### config.mk
export PLATFORM = sky130hd
export DESIGN_NAME = instr_fetch_ctrl
export DESIGN_NICKNAME = d
export VERILOG_FILES = /design/src/rtl/instr_fetch_ctrl.sv
export SDC_FILE = /design/constraint.sdc
export NUM_CORES = 1
export LEC_CHECK = 0
export ABC_AREA = 1
export CORE_ASPECT_RATIO = 0.8
export CORE_MARGIN = 2
export CORE_UTILIZATION = 55
export CTS_BUF_LIST = sky130_fd_sc_hd__clkbuf_4
export DETAILED_ROUTE_END_ITERATION = 16
export GPL_TIMING_DRIVEN = 0
export HOLD_SLACK_MARGIN = 0.1
export MAX_ROUTING_LAYER = met4
export PLACE_DENSITY = 0.85
export SYNTH_ARGS = -nofsm -noshare
export SYNTH_HDL_FRONTEND = slang
export SYNTH_SLANG_ARGS = --single-unit
### constraint.sdc
create_clock -name i_Clk -period 11.8 [get_ports i_Clk]
set_input_delay 2.95 -clock i_Clk [delete_from_list [all_inputs] [get_ports i_Clk]]
set_output_delay 2.95 -clock i_Clk [all_outputs]
set_load 0.005 [all_outputs]
### src/rtl/instr_fetch_ctrl.sv
// Instruction fetch controller: sequential PC generation feeding a small prefetch FIFO,
// with redirect/flush and a fault state for out-of-range fetch addresses.
module instr_fetch_ctrl #(
    parameter logic [31:0] RESET_PC   = 32'h0000_0000,
    parameter int          MEM_HEIGHT = 256,
    parameter int          DEPTH      = 2
) (
    input  logic        i_Clk,
    input  logic        i_Rst_n,
    input  logic        i_Start,
    output logic [31:0] o_Mem_Addr,
    input  logic [31:0] i_Mem_Data,
    output logic        o_Valid,
    output logic [31:0] o_Instruction,
    output logic [31:0] o_PC,
    input  logic        i_Ready,
    input  logic        i_Redirect,
    input  logic [31:0] i_Redirect_PC,
    output logic        o_Fault,
    output logic        o_Busy
);

    localparam int          AW      = $clog2(DEPTH);
    localparam logic [31:0] LAST_PC = 32'(MEM_HEIGHT - 4);

    typedef enum logic [1:0] {S_IDLE, S_RUN, S_FAULT} state_t;

    state_t        r_State, w_Next_State;
    logic [31:0]   r_Pc, w_Pc_Next, w_Pc_Plus4;
    logic [31:0]   r_Instr_Mem [DEPTH];
    logic [31:0]   r_Pc_Mem    [DEPTH];
    logic [AW-1:0] r_Wr_Ptr, r_Rd_Ptr;
    logic [AW:0]   r_Count;
    logic [31:0]   r_Last_Instr, r_Last_Pc;
    logic          w_Valid, w_Full, w_Pop, w_Fetch;

    function automatic logic f_Legal(input logic [31:0] pc);
        return (pc[1:0] == 2'b00) && (pc <= LAST_PC);
    endfunction

    assign w_Valid    = (r_Count != '0);
    assign w_Full     = (r_Count == (AW+1)'(DEPTH));
    assign w_Pop      = w_Valid && i_Ready && !i_Redirect;
    assign w_Fetch    = (r_State == S_RUN) && !i_Redirect && f_Legal(r_Pc) && (!w_Full || w_Pop);
    assign w_Pc_Plus4 = r_Pc + 32'd4;

    always_comb begin
        w_Next_State = r_State;
        w_Pc_Next    = r_Pc;
        if (i_Redirect) begin
            if (f_Legal(i_Redirect_PC)) begin
                w_Next_State = S_RUN;
                w_Pc_Next    = i_Redirect_PC;
            end else begin
                w_Next_State = S_FAULT;
            end
        end else begin
            case (r_State)
                S_IDLE: begin
                    if (i_Start) begin
                        w_Pc_Next    = RESET_PC;
                        w_Next_State = f_Legal(RESET_PC) ? S_RUN : S_FAULT;
                    end
                end
                S_RUN: begin
                    if (!f_Legal(r_Pc)) begin
                        w_Next_State = S_FAULT;
                    end else if (w_Fetch) begin
                        w_Pc_Next = w_Pc_Plus4;
                        // Leave RUN as soon as the advanced PC runs off the end of memory.
                        if (!f_Legal(w_Pc_Plus4)) w_Next_State = S_FAULT;
                    end
                end
                default: w_Next_State = S_FAULT;
            endcase
        end
    end

    always_ff @(posedge i_Clk or negedge i_Rst_n) begin
        if (!i_Rst_n) begin
            r_State <= S_IDLE;
            r_Pc    <= RESET_PC;
        end else begin
            r_State <= w_Next_State;
            r_Pc    <= w_Pc_Next;
        end
    end

    always_ff @(posedge i_Clk or negedge i_Rst_n) begin
        if (!i_Rst_n) begin
            r_Wr_Ptr     <= '0;
            r_Rd_Ptr     <= '0;
            r_Count      <= '0;
            r_Last_Instr <= '0;
            r_Last_Pc    <= '0;
        end else if (i_Redirect) begin
            r_Wr_Ptr <= '0;
            r_Rd_Ptr <= '0;
            r_Count  <= '0;
            if (w_Valid) begin
                r_Last_Instr <= r_Instr_Mem[r_Rd_Ptr];
                r_Last_Pc    <= r_Pc_Mem[r_Rd_Ptr];
            end
        end else begin
            if (w_Fetch) r_Wr_Ptr <= r_Wr_Ptr + AW'(1);
            if (w_Pop) begin
                r_Rd_Ptr     <= r_Rd_Ptr + AW'(1);
                r_Last_Instr <= r_Instr_Mem[r_Rd_Ptr];
                r_Last_Pc    <= r_Pc_Mem[r_Rd_Ptr];
            end
            case ({w_Fetch, w_Pop})
                2'b10:   r_Count <= r_Count + (AW+1)'(1);
                2'b01:   r_Count <= r_Count - (AW+1)'(1);
                default: r_Count <= r_Count;
            endcase
        end
    end

    always_ff @(posedge i_Clk) begin
        if (w_Fetch) begin
            r_Instr_Mem[r_Wr_Ptr] <= i_Mem_Data;
            r_Pc_Mem[r_Wr_Ptr]    <= r_Pc;
        end
    end

    // An empty FIFO shows the most recently departed head rather than stale storage.
    assign o_Valid       = w_Valid;
    assign o_Instruction = w_Valid ? r_Instr_Mem[r_Rd_Ptr] : r_Last_Instr;
    assign o_PC          = w_Valid ? r_Pc_Mem[r_Rd_Ptr]    : r_Last_Pc;
    assign o_Mem_Addr    = r_Pc;
    assign o_Busy        = (r_State == S_RUN);
    assign o_Fault       = (r_State == S_FAULT);

endmodule

Word level (Yosys, flattened, before mapping)

Memory sizes are Yosys's and may differ from the RTL's.
Index checks and enable logic that the tools add are counted.

Add/sub/neg operators: 5
$lt $le $gt $ge: 3
Equality and inequality tests: 11
Multiplexer cells: 27
Reductions and logical operators: 22

Operators with widths:

| cell                                                             | number |
|---|---|
| two-way mux 32 bit                                               | 11 |
| less-or-equal comparator 32 x 8 -> 1 bit (second input constant) | 3 |
| one-hot mux 32 bit (2 select lines)                              | 1 |
| adder 32 x 3 -> 32 bit (second input constant)                   | 1 |
| two-way mux 2 bit                                                | 7 |
| logical AND 1 bit                                                | 8 |
| zero test 2 bit                                                  | 4 |
| != test 4 bit (second input constant)                            | 2 |
| one-hot mux 2 bit (2 select lines)                               | 2 |
| == test 2 bit (second input constant)                            | 3 |
| two-way mux 1 bit                                                | 6 |
| != test 3 x 2 -> 1 bit (second input constant)                   | 2 |
| nonzero test 2 bit                                               | 3 |
| nonzero test 3 bit                                               | 2 |
| AND reduction 5 bit                                              | 1 |
| == test 2 x 1 -> 1 bit (second input constant)                   | 2 |
| != test 3 bit (second input constant)                            | 1 |
| AND reduction 3 bit                                              | 1 |
| adder 1 bit (second input constant)                              | 2 |
| adder 2 x 1 -> 2 bit (second input constant)                     | 1 |
| zero test 1 bit                                                  | 2 |
| != test 2 x 1 -> 1 bit (second input constant)                   | 1 |
| subtractor 2 x 1 -> 2 bit (second input constant)                | 1 |
| logical OR 1 bit                                                 | 1 |

Flip-flop bits (word level): 102
Memory bits (writable): 128
Input bits: 69
Output and inout port bits: 99
Word-level logic and storage cells: 77
Memories: 2

Memories:

| name        | words | bits a word | rd ports | clocked after memory_dff | wr ports | RTL line | text |
|---|---|---|---|---|---|---|---|
| r_Instr_Mem | 2     | 32          | 1        | 0                        | 1        | 30       | `logic [31:0] r_Instr_Mem [DEPTH];` |
| r_Pc_Mem    | 2     | 32          | 1        | 0                        | 1        | 31       | `logic [31:0] r_Pc_Mem [DEPTH];` |

Logic depth before layout (Yosys ltp)

Gate-level depths: netlist (run 1).

Depth in word-level cells: 9
Depth in mapped cells: 16
Gate-level depth less buffers: 16

Worst setup path before layout (run 1)

OpenSTA, ideal clock, no wires.

Path kind: in2reg
Start point: input i_Redirect
End point: memory r_Instr_Mem[0][0], enable pin
Data arrival time: 6337 ps
Required time: 11313 ps
Slack: 4976 ps
Stages on the path: 7
Cell sequence: inv_1 -> nand2_2 -> inv_2 -> nand3_1 -> nor2_1 -> nand3_2 -> nor2_1

Longest elaborated chain between the ends: 6
Elaborated cells between the ends (all ways): 8

Ends and longest elaborated chain:

| item                                                  | RTL line | text |
|---|---|---|
| start, declared                                       | 17       | `input logic i_Redirect,` |
| zero test 1 bit (*)                                   | 43, 44   |  |
| logical AND 1 bit (on tied branches)                  | 44, 43   |  |
| logical AND 1 bit or logical OR 1 bit (tied branches) | 44       | `assign w_Fetch = (r_State == S_RUN) && !i_Redirect && f_Legal(r_Pc) && (!w_Full \|\| w_Pop);` |
| logical AND 1 bit (*)                                 | 44       |  |
| two-way mux 1 bit (*)                                 | 120      | `if (w_Fetch) begin` |
| two-way mux 1 bit (not written as such) (*)           | 121      | `r_Instr_Mem[r_Wr_Ptr] <= i_Mem_Data;` |
| end, declared                                         | 30       |  |

Mark *: on every way between the ends. The rest lies on a longest branch, timed or not.

Worst setup path in the final report (run 1)

Start point: register r_Rd_Ptr
End point: output o_PC[17]

Longest elaborated chain between the ends: 2

Ends and longest elaborated chain:

| item                     | RTL line | text |
|---|---|---|
| start, declared          | 32       | `logic [AW-1:0] r_Wr_Ptr, r_Rd_Ptr;` |
| start signal, assigned   | 107      | `r_Rd_Ptr <= r_Rd_Ptr + AW'(1);` |
| memory read (2 x 32 bit) | n/a      |  |
| two-way mux 32 bit       | 129      | `assign o_PC = w_Valid ? r_Pc_Mem[r_Rd_Ptr] : r_Last_Pc;` |
| end, declared            | 15       | `output logic [31:0] o_PC,` |

No other way between the ends.

==> results.cfg, run 1 <==
[outcome]
status = completed

[routing]
routed_via_density = 5.420
drc = 0
drt-initial-drc-count = 799
ant_nets = 0
via_count = 9485
drtPass1Iterations = 7
wl_um = 28870
wire_per_inst_um = 16.49

[setup_path]
worst_setup_path_end_kind = output port
crit_chain = inv_1 > clkbuf_1 > buf_1 > nand2_1 > nand2_1 > nand2_1 > o21ai_0 > clkdlybuf4s50_1
crit_arrival_ps = 3110
slowest_stage = clkdlybuf4s50_1
cp.required_ps = 8850
critPathKind = register to output port
worstSetupStartpointType = register
cpPeakStageDelay_ps = 580
path_max_fanout = 10
cp_common_cell = nand2_1

[synthesis]
synth_cells = 1213
ys_ff_latch = 230
synthAdderAreaFrac_pct = 0.2331
synth_top_family_by_area = simple AND/OR/NAND/NOR gates
synth_xor_area_share_pct = 0.8974
synthMuxAreaShare_pct = 0
syn-cell-area_um2 = 10740
ys_warn_count = 0
syn_area_per_cell_um2 = 8.850
syn-num-nets = 1284
synth_compound_area_share_pct = 8.974
yosysSeqAreaShare_pct = 59.58
yosys.area_share.simple_pct = 24.24
yosysUniqueCellTypes = 32

[timing]
rsz0062_at_grt = no
fin_skew_ps = 25.68
fin_crit_sh_pct = 51.39
maxSlewViolCount = 0
relSlewSlack_pct = 50.86
fin_setup_tns_ps = 0
post-route-min-period_ps = 6064
setup_viol = 0
clock.fmax_mhz = 164.9
finalHoldViolCount = 0
tightest_slew_ps = 730.3

[placed_design]
dpl.hpwl_um = 19980
place_congestion = 0.8806
port_buffers = 167

[global_routing]
grt_pass1_wl_um = 46410
grt_max_degree = 65
track_usage_pct = 29.38
antenna_found_initial = 2
grt_overflow = 0
grt_pass1_vias = 9451

[floorplan]
core.rowCount = 45
ios = 168
start_util_pct = 56.41
dieArea_um2 = 20660
die_x_um = 160.2
core-area_um2 = 19030
die_y_um = 129.0

[pwr]
power_density_nw_per_um2 = 201.9
total_power_uw = 2756
cellLeakagePower_uw = 0.005620
vdd_drop_max_v = 0.00008637

[clock_tree]
cts_tree = built
post_cts_buffers = 0
cts_buffer_depth = 3
ctsHtreeMaxLevel = 2
ctsResizeCount = 0
root_buffer = clkbuf_4
cts_made_buffers = 56
cts.sink_count = 230
clkTransAtPathRegs_ps = 70
holdBufCountCts = 0
clk_latency_ps = 670

[flow_run]
maxCapViolCount = 0

[layout]
fillers = 1429
drive_above_1_share_pct = 9.060
syn_to_final_growth_pct = 27.16
num-nets-final = 1514

[hold_path]
hp-class = register to register
worst paths after layout:
kind / slack, ps / from / cells after the start / endpoint
hold reg to reg: 530 / o_Mem_Addr[0] / 0 / r_Pc_Mem[1][0]
setup / recovery: 5740 / r_Rd_Ptr / 8 / o_PC[17]
min in group asynchronous: 2280 / i_Rst_n / 1 / r_Last_Instr[13]
max in group asynchronous: 8760 / i_Rst_n / 2 / o_Mem_Addr[23]
hold / removal: 530 / o_Mem_Addr[0] / 0 / r_Pc_Mem[1][0]
setup reg to reg: 8710 / o_Mem_Addr[1] / 6 / r_Instr_Mem[0][8]
sequential cells by signal (all words and copies together) (netlist names):
signal and flops:
r_Instr_Mem 64, r_Pc_Mem 64, o_Mem_Addr 32, r_Last_Instr 32, r_Last_Pc 32, r_Count 2
r_State 2, r_Rd_Ptr 1, r_Wr_Ptr 1
power by group:
group          internal, uW  leakage (uW)  switching (uW)
combinational           458       0.00266             581
sequential              970       0.00249            45.9
clock                   385      0.000468             316
total                  1810       0.00562             943
cells in the final DEF (no fill, tap or decap), types with 9 or more instances in the layout:
| master | count |
|---|---|
| dfrtp_1 | 102 |
| inv_1 | 115 |
| edfxtp_1 | 128 |
| nand3_1 | 26 |
| clkdlybuf4s50_1 | 166 |
| nor2_1 | 80 |
| nand2_1 | 482 |
| nor4_1 | 9 |
| nor2_4 | 9 |
| buf_1 | 20 |
| clkbuf_4 | 96 |
| o211ai_1 | 65 |
| nand4_1 | 11 |
| clkbuf_1 | 29 |
| o21ai_0 | 80 |
| xor2_1 | 9 |
| clkinv_1 | 9 |
worst max-delay path: cells and delay by family (launching register included):
| kind | cells | cell delay [ps] |
|---|---|---|
| AO/OA/AOI/OAI | 1 | 180 |
| buffers and inverters | 4 | 1570 |
| flip-flops | 1 | 370 |
| AND/OR/NAND/NOR | 3 | 330 |
synth_stat cells:
master,number,area [um2]
a21oi_1,5,25.02
a22oi_1,1,7.510
a32oi_1,1,8.760
buf_1,20,75.07
buf_2,2,10.01
buf_4,2,15.01
clkbuf_1,29,108.9
clkinv_1,1,3.750
dfrtp_1,102,2552
edfxtp_1,128,3844
ha_1,2,25.02
inv_1,115,431.7
inv_2,2,7.510
nand2_1,482,1809
nand2_2,8,50.05
nand3_1,26,130.1
nand3_2,2,20.02
nand3b_1,1,7.510
nand4_1,11,68.82
nor2_1,82,307.8
nor2_2,6,37.54
nor2_4,7,78.83
nor3_1,6,30.03
nor4_1,9,56.30
o211ai_1,65,488.0
o21ai_0,80,400.4
o21ai_1,4,20.02
o22ai_1,1,6.260
o31ai_1,1,7.510
or2_2,1,6.260
xnor2_1,2,17.52
xor2_1,9,78.83
per-stage QoR:
stage / std cells / hold slack, ps / worst slack [ps] / cell area [um2] / util, %
2_1_floorplan: 1213 / 507.0 / 4976 / 10740 / -
3_3_place_gp: 1638 / 510.2 / 2623 / 12730 / 66.89
3_5_place_dp: 1643 / 511.0 / 6103 / 12860 / 67.60
4_1_cts: 1748 / 527.9 / 5717 / 13650 / 71.70
5_1_grt: 1750 / 552.7 / 5478 / 13650 / 71.73
6_report: 1750 / 527.2 / 5736 / 13650 / 71.73
routing by layer:
metal	wire length (um)	part of all wire, %	GRT usage, %	vias to the layer above
li1	-	-	-	4468
met1	12170	42	37.72	4473
met2	13490	47	46.88	481
met3	2513	8.7	5.867	63
met4	690	2.4	11.18	0
met5	0	0	-	-
kinds of logic after synthesis:
family,count (synthesis)
simple gates,641
fa+ha+maj,2
compound gates,158
flops,230
buf+inv,171
xor+xnor,11
area by class of cell:
cell class	count	area (um2)	area share (%)
clock buffers	96	720.7	5.280
inverters	118	442.9	3.245
well taps	258	322.8	2.365
repair buffers	172	1792	13.13
plain buffers	53	209.0	1.531
clock inverters	9	60.06	0.4400
flip-flops and latches	230	6396	46.86
diodes	2	5.005	0.03666
multi-input cells	812	3702	27.12
Power figures use the tool's default switching activity.
==> inputs of run 2 (changes only) <==
Settings changed: CORE_UTILIZATION 55 to 51, PLACE_DENSITY 0.85 to 0.83.
Clock period 11.8 ns to 4.9 ns, I/O delays scaled along.
==> run 2 against run 1 <==
Via count down 1.3%. Die area up 7.6%. First-iteration DRC count down 3.5%. Routed wire length up 0.14%. Power up 140%. Count of clock-buffer cells in the layout down 12. Hold slack better by 12 ps. Global-route usage down 2.7 points. Critical path type unchanged.
==> results.cfg, run 2 (synthesis results as in run 1) <==
[layout]
design_area_um2 = 13650
final_cell_mix = nand2_1, clkdlybuf4s50_1, edfxtp_1
fillers = 1612
biggestRegsByFlops = r_Instr_Mem x64, r_Pc_Mem x64
num-nets-final = 1514
drive_above_1_share_pct = 8.451
final_common_cell = nand2_1
fin_cells = 1761
syn_to_final_growth_pct = 27.18

[setup_path]
critPathKind = register to output port
worst_setup_path_end_kind = output port
crit_arrival_ps = 3150
worstSetupStartpointType = register
path_max_fanout = 10
cp.required_ps = 3670

[routing]
wire_per_inst_um = 16.41
wl_um = 28900
drt-initial-drc-count = 771
routed_via_density = 5.314
drtPass1Iterations = 5
drc = 0
via_count = 9358
ant_nets = 0

[floorplan]
core.rowCount = 47
ios = 168
die_x_um = 166.2
core-area_um2 = 20640
start_util_pct = 52.01
die_y_um = 133.8
dieArea_um2 = 22230

[timing]
clock.fmax_mhz = 228.6
hold_ws_ps = 539.7
maxSlewViolCount = 0
fin_skew_ps = 65.22
setup_viol = 0
finalHoldViolCount = 0
post-route-min-period_ps = 4374
tightest_slew_ps = 752.5
fin_ws_ps = 526.0
relSlewSlack_pct = 49.83
rsz0062_at_grt = no
fin_crit_sh_pct = 89.27

[pwr]
cellLeakagePower_uw = 0.005603
total_power_uw = 6610
vdd_drop_max_v = 0.0002562
power_density_nw_per_um2 = 484.1

[placed_design]
dp_cells = 1654
port_buffers = 167
place_congestion = 0.9262
dpl.hpwl_um = 20260
placed_cell_area_um2 = 12880
pre_cts_slack_ps = 692.7

[clock_tree]
clkTransAtPathRegs_ps = 70
ctsHtreeMaxLevel = 2
ctsResizeCount = 0
cts_buffer_depth = 3
post_cts_buffers = 0
cts_tree = built
cts_made_buffers = 56
root_buffer = clkbuf_4
holdBufCountCts = 0
clk_latency_ps = 700
cts.sink_count = 230

[global_routing]
track_usage_pct = 26.68
grt_pass1_wl_um = 45830
grt_max_degree = 61
antenna_found_initial = 1
grt_pass1_vias = 9299
grt_overflow = 0

[outcome]
status = completed

[flow_run]
maxCapViolCount = 0

[hold_path]
hp-class = register to register
-- run 2: changes by cell type in the layout (fill, tap and decap cells not counted) --
cell	before	now
clkbuf_4	96	84
diode_2	2	1
bufinv_16	1	2
clkinv_1	9	19
clkinv_2	0	1
inv_6	0	1
-- run 2: cell type report --
cell class,instances,area [um2],share of cell area [%]
well taps,269,336.6,2.465
clock inverters,22,141.4,1.036
diodes,1,2.502,0.01833
flip-flops and latches,230,6396,46.85
multi-input cells,812,3702,27.12
repair buffers,172,1792,13.12
inverters,118,442.9,3.244
clock buffers,84,630.6,4.619
plain buffers,53,209.0,1.530
-- run 2: report_power, final --
part	switching [uW]	internal (uW)
registers	119	2340
logic	1390	1100
clock network	770	894
-- run 2: path summary, 6_finish.rpt --
| path | startpoint | end | slack, ps | cells after the start |
|---|---|---|---|---|
| max | r_Count[1] | o_PC[3] | 530 | 7 |
| min | o_Mem_Addr[0] | r_Pc_Mem[0][0] | 540 | 0 |
| min reg2reg | o_Mem_Addr[0] | r_Pc_Mem[0][0] | 540 | 0 |
| min in group asynchronous | i_Rst_n | r_State[0] | 580 | 1 |
| max reg2reg | o_Mem_Addr[1] | r_Pc_Mem[1][18] | 1640 | 7 |
| max in group asynchronous | i_Rst_n | o_Mem_Addr[12] | 3580 | 2 |
-- run 2: metal layers --
| layer | routed length (um) | vias to the layer above | global-route usage, % | part of all wire (%) |
|---|---|---|---|---|
| met5 | 0 | - | - | 0 |
| met4 | 568 | 0 | 9.291 | 2.0 |
| met3 | 2252 | 41 | 5.080 | 7.8 |
| met2 | 13690 | 411 | 42.35 | 47 |
| met1 | 12400 | 4438 | 34.82 | 43 |
| li1 | - | 4468 | - | - |
-- run 2: worst max-delay path: stages, from the launching register on --
cell             delay [ps]
dfrtp_1                 430
nor2_1                   80
inv_1                   160
clkbuf_1                460
clkbuf_1                500
nand2_1                 140
o21ai_0                 150
clkdlybuf4s50_1         570
-- run 2: through the flow --
stage                     setup TNS (ps)  util (%)
after floorplan                   -25480         -
after global placement           -479640     61.74
after detailed placement               0     62.39
after CTS                              0     66.13
after global routing                   0     66.15
final                                  0     66.15
